===== config.mk =====
export PLATFORM = sky130hd
export DESIGN_NAME = line_fill_engine
export DESIGN_NICKNAME = d
export VERILOG_FILES = /design/src/rtl/line_fill_pkg.sv /design/src/rtl/beat_addr_gen.sv /design/src/rtl/line_fill_engine.sv
export SDC_FILE = /design/constraint.sdc
export NUM_CORES = 2
export LEC_CHECK = 0
export ABC_AREA = 1
export BUFFER_PORTS_ARGS = -buffer_cell sky130_fd_sc_hd__buf_2
export CELL_PAD_IN_SITES_DETAIL_PLACEMENT = 0
export CELL_PAD_IN_SITES_GLOBAL_PLACEMENT = 2
export CORE_AREA = 2 2 501 503
export CTS_CLUSTER_DIAMETER = 120
export CTS_CLUSTER_SIZE = 10
export DETAILED_ROUTE_END_ITERATION = 8
export DIE_AREA = 0 0 503 505
export PLACE_DENSITY = 0.64
export SLEW_MARGIN = 20
export SYNTH_ARGS = -nofsm -noshare
export SYNTH_HDL_FRONTEND = slang
export SYNTH_SLANG_ARGS = --single-unit

===== constraint.sdc =====
create_clock -name ACLK -period 3.5 [get_ports ACLK]
set_input_delay 0.35 -clock ACLK [delete_from_list [all_inputs] [get_ports ACLK]]
set_output_delay 0.35 -clock ACLK [all_outputs]
set_load 0.02 [all_outputs]

===== src/rtl/line_fill_pkg.sv =====
// Shared types and size helpers for the cache line fill/writeback engine.
// The critical-word-first fill order is enabled with LINE_FILL_CRITICAL_WORD_FIRST_EN.
package line_fill_pkg;

    typedef enum logic [1:0] {
        OP_FILL         = 2'd0,
        OP_WB           = 2'd1,
        OP_WB_THEN_FILL = 2'd2,
        OP_RSVD         = 2'd3
    } op_e;

    typedef enum logic [2:0] {
        S_IDLE,
        S_WB_REQ,
        S_WB_WAIT,
        S_FILL_REQ,
        S_FILL_WAIT,
        S_DONE
    } state_e;

    function automatic int bytes_per_beat(input int data_width);
        return data_width / 8;
    endfunction

    function automatic int beats(input int line_bytes, input int data_width);
        return line_bytes / (data_width / 8);
    endfunction

    function automatic int idx_width(input int n);
        return (n > 1) ? $clog2(n) : 1;
    endfunction

endpackage


===== src/rtl/beat_addr_gen.sv =====
// Line base plus beat index to beat address, with an optional wrap start.
// Purely combinational; the index wraps inside the line so no carry leaves it.
module beat_addr_gen
    import line_fill_pkg::*;
#(
    parameter int ADDR_WIDTH = 32,
    parameter int DATA_WIDTH = 64,
    parameter int LINE_BYTES = 64,
    localparam int IDX_W = idx_width(beats(LINE_BYTES, DATA_WIDTH))
) (
    input  logic [ADDR_WIDTH-1:0] base_i,
    input  logic [IDX_W-1:0]      idx_i,
    input  logic [IDX_W-1:0]      start_i,
    output logic [ADDR_WIDTH-1:0] addr_o,
    output logic [IDX_W-1:0]      idx_abs_o
);

    localparam int BEATS    = beats(LINE_BYTES, DATA_WIDTH);
    localparam int BEAT_OFF = $clog2(bytes_per_beat(DATA_WIDTH));

    assign idx_abs_o = (BEATS > 1) ? idx_i + start_i : '0;
    assign addr_o    = base_i | (ADDR_WIDTH'(idx_abs_o) << BEAT_OFF);

endmodule


===== src/rtl/line_fill_engine.sv =====
// Turns one cache-line command into single-beat driver requests, one in flight.
// LINE_FILL_CRITICAL_WORD_FIRST_EN starts fills at the beat holding the fill address.
module line_fill_engine
    import line_fill_pkg::*;
#(
    parameter int ADDR_WIDTH = 32,
    parameter int DATA_WIDTH = 64,
    parameter int LINE_BYTES = 64
) (
    input  logic                      ACLK,
    input  logic                      ARESET,
    input  logic                      cmd_valid,
    output logic                      cmd_ready,
    input  logic [1:0]                cmd_op,
    input  logic [ADDR_WIDTH-1:0]     cmd_fill_addr,
    input  logic [ADDR_WIDTH-1:0]     cmd_wb_addr,
    input  logic [LINE_BYTES*8-1:0]   cmd_wb_line,
    output logic                      done_valid,
    output logic                      done_err,
    output logic [LINE_BYTES*8-1:0]   fill_line,
    output logic                      req_valid,
    input  logic                      req_ready,
    output logic                      req_is_write,
    output logic [ADDR_WIDTH-1:0]     req_addr,
    output logic [7:0]                req_len,
    output logic [2:0]                req_size,
    output logic [DATA_WIDTH-1:0]     req_wdata,
    output logic [DATA_WIDTH/8-1:0]   req_wstrb,
    input  logic                      rsp_valid,
    input  logic                      rsp_is_write,
    input  logic                      rsp_err,
    input  logic [DATA_WIDTH-1:0]     rsp_rdata
);

    localparam int BPB    = bytes_per_beat(DATA_WIDTH);
    localparam int BEATS  = beats(LINE_BYTES, DATA_WIDTH);
    localparam int IDX_W  = idx_width(BEATS);
    localparam int LINE_W = LINE_BYTES * 8;

    localparam logic [ADDR_WIDTH-1:0] LINE_MASK =
        ~(ADDR_WIDTH'(LINE_BYTES - 1));
    localparam logic [IDX_W-1:0] LAST = IDX_W'(BEATS - 1);

    state_e                  state_q, state_d;
    op_e                     op_q, op_d;
    logic [ADDR_WIDTH-1:0]   fill_base_q, fill_base_d;
    logic [ADDR_WIDTH-1:0]   wb_base_q, wb_base_d;
    logic [LINE_W-1:0]       wb_line_q, wb_line_d;
    logic [LINE_W-1:0]       fill_line_q, fill_line_d;
    logic [IDX_W-1:0]        beat_q, beat_d;
    logic                    err_q, err_d;

    logic                    accept;
    logic                    wb_phase;
    logic [IDX_W-1:0]        fill_start;
    logic [ADDR_WIDTH-1:0]   gen_base;
    logic [IDX_W-1:0]        gen_start;
    logic [ADDR_WIDTH-1:0]   beat_addr;
    logic [IDX_W-1:0]        beat_abs;

    assign accept = cmd_valid && cmd_ready;

`ifdef LINE_FILL_CRITICAL_WORD_FIRST_EN
    logic [IDX_W-1:0] start_q, start_d;

    always_comb begin
        start_d = start_q;
        if (accept) begin
            start_d = IDX_W'(cmd_fill_addr >> $clog2(BPB));
        end
    end

    always_ff @(posedge ACLK) begin
        if (ARESET) begin
            start_q <= '0;
        end else begin
            start_q <= start_d;
        end
    end

    assign fill_start = start_q;
`else
    assign fill_start = '0;
`endif

    // Writebacks always walk the line from beat 0.
    assign wb_phase  = (state_q == S_WB_REQ) || (state_q == S_WB_WAIT);
    assign gen_base  = wb_phase ? wb_base_q : fill_base_q;
    assign gen_start = wb_phase ? '0 : fill_start;

    beat_addr_gen #(
        .ADDR_WIDTH (ADDR_WIDTH),
        .DATA_WIDTH (DATA_WIDTH),
        .LINE_BYTES (LINE_BYTES)
    ) u_addr_gen (
        .base_i    (gen_base),
        .idx_i     (beat_q),
        .start_i   (gen_start),
        .addr_o    (beat_addr),
        .idx_abs_o (beat_abs)
    );

    assign cmd_ready    = (state_q == S_IDLE);
    assign done_valid   = (state_q == S_DONE);
    assign done_err     = done_valid && err_q;
    assign fill_line    = fill_line_q;
    assign req_valid    = (state_q == S_WB_REQ) || (state_q == S_FILL_REQ);
    assign req_is_write = (state_q == S_WB_REQ);
    assign req_addr     = beat_addr;
    assign req_len      = '0;
    assign req_size     = 3'($clog2(BPB));
    assign req_wdata    = wb_line_q[int'(beat_q)*DATA_WIDTH +: DATA_WIDTH];
    assign req_wstrb    = '1;

    always_comb begin
        state_d     = state_q;
        op_d        = op_q;
        fill_base_d = fill_base_q;
        wb_base_d   = wb_base_q;
        wb_line_d   = wb_line_q;
        fill_line_d = fill_line_q;
        beat_d      = beat_q;
        err_d       = err_q;
        unique case (state_q)
            S_IDLE: begin
                if (accept) begin
                    op_d        = op_e'(cmd_op);
                    fill_base_d = cmd_fill_addr & LINE_MASK;
                    wb_base_d   = cmd_wb_addr & LINE_MASK;
                    wb_line_d   = cmd_wb_line;
                    beat_d      = '0;
                    err_d       = 1'b0;
                    case (op_e'(cmd_op))
                        OP_FILL:         state_d = S_FILL_REQ;
                        OP_WB,
                        OP_WB_THEN_FILL: state_d = S_WB_REQ;
                        default: begin
                            state_d = S_DONE;
                            err_d   = 1'b1;
                        end
                    endcase
                end
            end
            S_WB_REQ: begin
                if (req_ready) state_d = S_WB_WAIT;
            end
            S_WB_WAIT: begin
                if (rsp_valid) begin
                    err_d = err_q | rsp_err | ~rsp_is_write;
                    if (beat_q == LAST) begin
                        beat_d  = '0;
                        state_d = (op_q == OP_WB_THEN_FILL) ? S_FILL_REQ
                                                            : S_DONE;
                    end else begin
                        beat_d  = beat_q + 1'b1;
                        state_d = S_WB_REQ;
                    end
                end
            end
            S_FILL_REQ: begin
                if (req_ready) state_d = S_FILL_WAIT;
            end
            S_FILL_WAIT: begin
                if (rsp_valid) begin
                    fill_line_d[int'(beat_abs)*DATA_WIDTH +: DATA_WIDTH] =
                        rsp_rdata;
                    err_d = err_q | rsp_err | rsp_is_write;
                    if (beat_q == LAST) begin
                        state_d = S_DONE;
                    end else begin
                        beat_d  = beat_q + 1'b1;
                        state_d = S_FILL_REQ;
                    end
                end
            end
            S_DONE: begin
                state_d = S_IDLE;
                err_d   = 1'b0;
            end
            default: state_d = S_IDLE;
        endcase
    end

    always_ff @(posedge ACLK) begin
        if (ARESET) begin
            state_q     <= S_IDLE;
            op_q        <= OP_FILL;
            fill_base_q <= '0;
            wb_base_q   <= '0;
            wb_line_q   <= '0;
            fill_line_q <= '0;
            beat_q      <= '0;
            err_q       <= 1'b0;
        end else begin
            state_q     <= state_d;
            op_q        <= op_d;
            fill_base_q <= fill_base_d;
            wb_base_q   <= wb_base_d;
            wb_line_q   <= wb_line_d;
            fill_line_q <= fill_line_d;
            beat_q      <= beat_d;
            err_q       <= err_d;
        end
    end

endmodule

==> results by group <==
Status
  – Status: complete, no violations

STA
  – Fin crit period: 3490 ps
  – RSZ-0062 raised after global routing: yes
  – Endpoints failing setup: 0
  – Peak Freq: 287 MHz
  – Final period util: 0.997
  – Relative slew slack: 0.231
  – Final Hold Violating Endpoints: 0
  – Max-slew violation count: 0
  – Least-Margin Pin Slew: 1150 ps
  – Worst clock skew: 113 ps

Synthesis
  – Cell variety after synth: 28
  – Ys Warns: 0
  – Synth Area in Adders: 0.00218
  – Post-Syn Area: 45900 um^2
  – Synth Area in Simple Gates: 0.253
  – Seq/Total Area, Yosys: 0.473
  – Combinational family with the most area after synthesis: simple AND/OR/NAND/NOR gates
  – Compound-Gate Fraction of Synth Area: 0.184
  – Yosys reg bits: 1085
  – Syn avg cell area: 7.09 um^2
  – Mux cell area share after synthesis: 0
  – Post-synthesis xor/xnor area fraction: 0
  – Syn Inst Count: 6471

CTS
  – # Post-CTS Setup Buffers: 0
  – CTS clock-pin slew for the worst setup and hold paths: 70 ps
  – Clk buf depth: 3
  – CTS tree: yes
  – Worst-Skew Late Latency: 820 ps
  – Clock sink count: 1085
  – CTS Buf Count: 120
  – CTS root buf: clkbuf_16
  – Htree depth: 3

Floorplanning
  – Total die area: 254000 um^2
  – Die height: 505 um
  – Row cnt: 183
  – Chip Width: 503 um
  – Core Area: 248000 um^2
  – I/O pins: 1281
  – Initial core utilization: 0.185

GRT
  – Number of global-route vias before repair: 48400
  – Maximum number of pins on one net before global-route repair: 159
  – Global route total overflow: 0
  – First-pass GRT wire length: 357 mm
  – GRT Total Usage: 0.191
  – Initial antenna violation count: 77

Critical path
  – Arr. time, crit path: 3140 ps
  – Reg2reg setup slack: 490 ps
  – Startpoint Class: flip-flop
  – Critical Path Sink Type: output pin
  – CP Data Required Time: 3150 ps
  – Max FO, Critical Path: 93
  – WS Path Type: reg -> out

Place
  – Gpl congestion: 0.842
  – Port Buffer Count: 1246
  – Dpl cells: 10600
  – Dpl hpwl: 183 mm

Power
  – Power density cells: 677 nW/um^2
  – Maximum vdd drop: 0.00120 V
  – LEAKAGE: 27.1 nW

Drt
  – 1st-iter DRT viols: 3321
  – Via count: 50500
  – Final WL: 256 mm
  – Post-DR wirelength/cell: 22.4 um
  – Antenna-violating nets left: 0
  – Pre-antenna DRT Iters: 6
  – DR DRC count: 0
  – Vias/cell: 4.41

Final layout
  – Most common cell after layout, fill and taps aside: buf_2
  – Area Growth Syn to Fin: 42.8%
  – FILL cells: 27900
  – Most frequent cells in the layout: buf_2 (1244), dfxtp_1 (1082), nand2_1 (946)
  – Layout Nets: 8708
  – Post-layout util: 0.264
  – Fraction of layout cells with a size suffix above 1: 0.189
  – Finished Layout Cells: 11400

Flow run
  – Max-capacitance violation count: 0

Hold path
  – Hold WC Path Type: in -> reg
## power by group
| group | leakage [nW] | internal, mW | switching (mW) | total [mW] |
|---|---|---|---|---|
| logic | 16.7 | 5.08 | 13.1 | 18.2 |
| registers | 8.84 | 13.8 | 0.594 | 14.4 |
| clock network | 1.59 | 6.18 | 5.61 | 11.8 |
## per-layer routing
layer  GRT usage  part of all wire
met1       0.239              0.43
met3      0.0414             0.064
met5           0            0.0011
met2       0.321              0.47
met4      0.0698             0.038
## layout make-up
| cell class | count | area [um^2] | share of cell area |
|---|---|---|---|
| Antenna cell | 46 | 115 | 0.00176 |
| Clock buffer | 125 | 3040 | 0.0464 |
| Clock inverter | 10 | 235 | 0.00359 |
| Inverter | 375 | 1430 | 0.0218 |
| Multi-Input combinational cell | 4442 | 20400 | 0.311 |
| Sequential cell | 1085 | 21700 | 0.332 |
| Tap cell | 3330 | 4170 | 0.0636 |
| Timing Repair Buffer | 2027 | 14400 | 0.220 |
## stage by stage
step                      worst slack [ps]  hold WS (ps)  power, mW  setup TNS, ps  cell area (um^2)
after floorplan                        723           425       24.9              0             46000
after CTS                            -19.8        0.0108       45.0          -19.8             65400
after global placement                 612           432       32.2              0             55300
final                                 11.2          99.8       44.4              0             65500
after detailed placement               573           441       32.3              0             55300
after global routing                 -42.2          60.1       46.8           -104             65500
## cell families (layout without fill, tap and decap cells)
family	count (synthesis)	in the layout
flip-flops	1085	1085
AO/OA/AOI/OAI	1652	1652
adder cells (fa/ha/maj)	8	8
AND/OR/NAND/NOR	2760	2760
other	2	68
buffers and inverters	964	2537
## final timing paths
kind                                      start         endpoint  cells past startpoint
worst max-delay path                  beat_q[0]    req_wdata[33]                      6
worst max register to register        beat_q[0]   fill_line[250]                      9
worst min-delay path              rsp_rdata[45]   fill_line[301]                      5
worst min register to register  fill_base_q[17]  fill_base_q[17]                      2
## critical path: stages, from the launching register on
cell and delay, ps:
dfxtp_4 410, inv_8 130, buf_16 220, o21ai_0 790, nand3_1 140, o21a_1 180, buf_2 170
## sequential cells by signal, summed over array words and instances, names as in the netlist
signal       count
beat_q           3
err_q            1
fill_base_q     26
fill_line      512
op_q             2
state_q          3
wb_base_q       26
wb_line_q      512
## Yosys cell counts
cell	count	area (um^2)
nand3_2	2	20.0
nand3b_1	1	7.51
inv_2	7	26.3
nand2_1	950	3570
o21ai_1	44	220
nor2_4	5	56.3
nor3b_1	40	300
nor2_1	943	3540
nor3_2	3	30.0
o21a_1	64	480
nor2_2	5	31.3
clkbuf_2	1	5.00
buf_6	2	22.5
nand2_4	1	11.3
nand4_1	4	25.0
buf_4	35	263
buf_1	45	169
dfxtp_1	1085	21700
nor3_1	63	315
buf_2	200	1000
nand2_2	3	18.8
nand3_1	740	3700
inv_1	368	1380
ha_1	8	100
clkbuf_1	306	1150
conb_1	2	7.51
o21ai_0	656	3280
a21oi_1	888	4440
## what timing repair did
item                                    4_1_cts  5_1_grt
hold buffers                                682        0
resized for setup                             7        5
hold endpoints to repair                    808        0
endpoints found under the setup margin        5       21
Note: power is estimated with default switching activity, not from simulation.
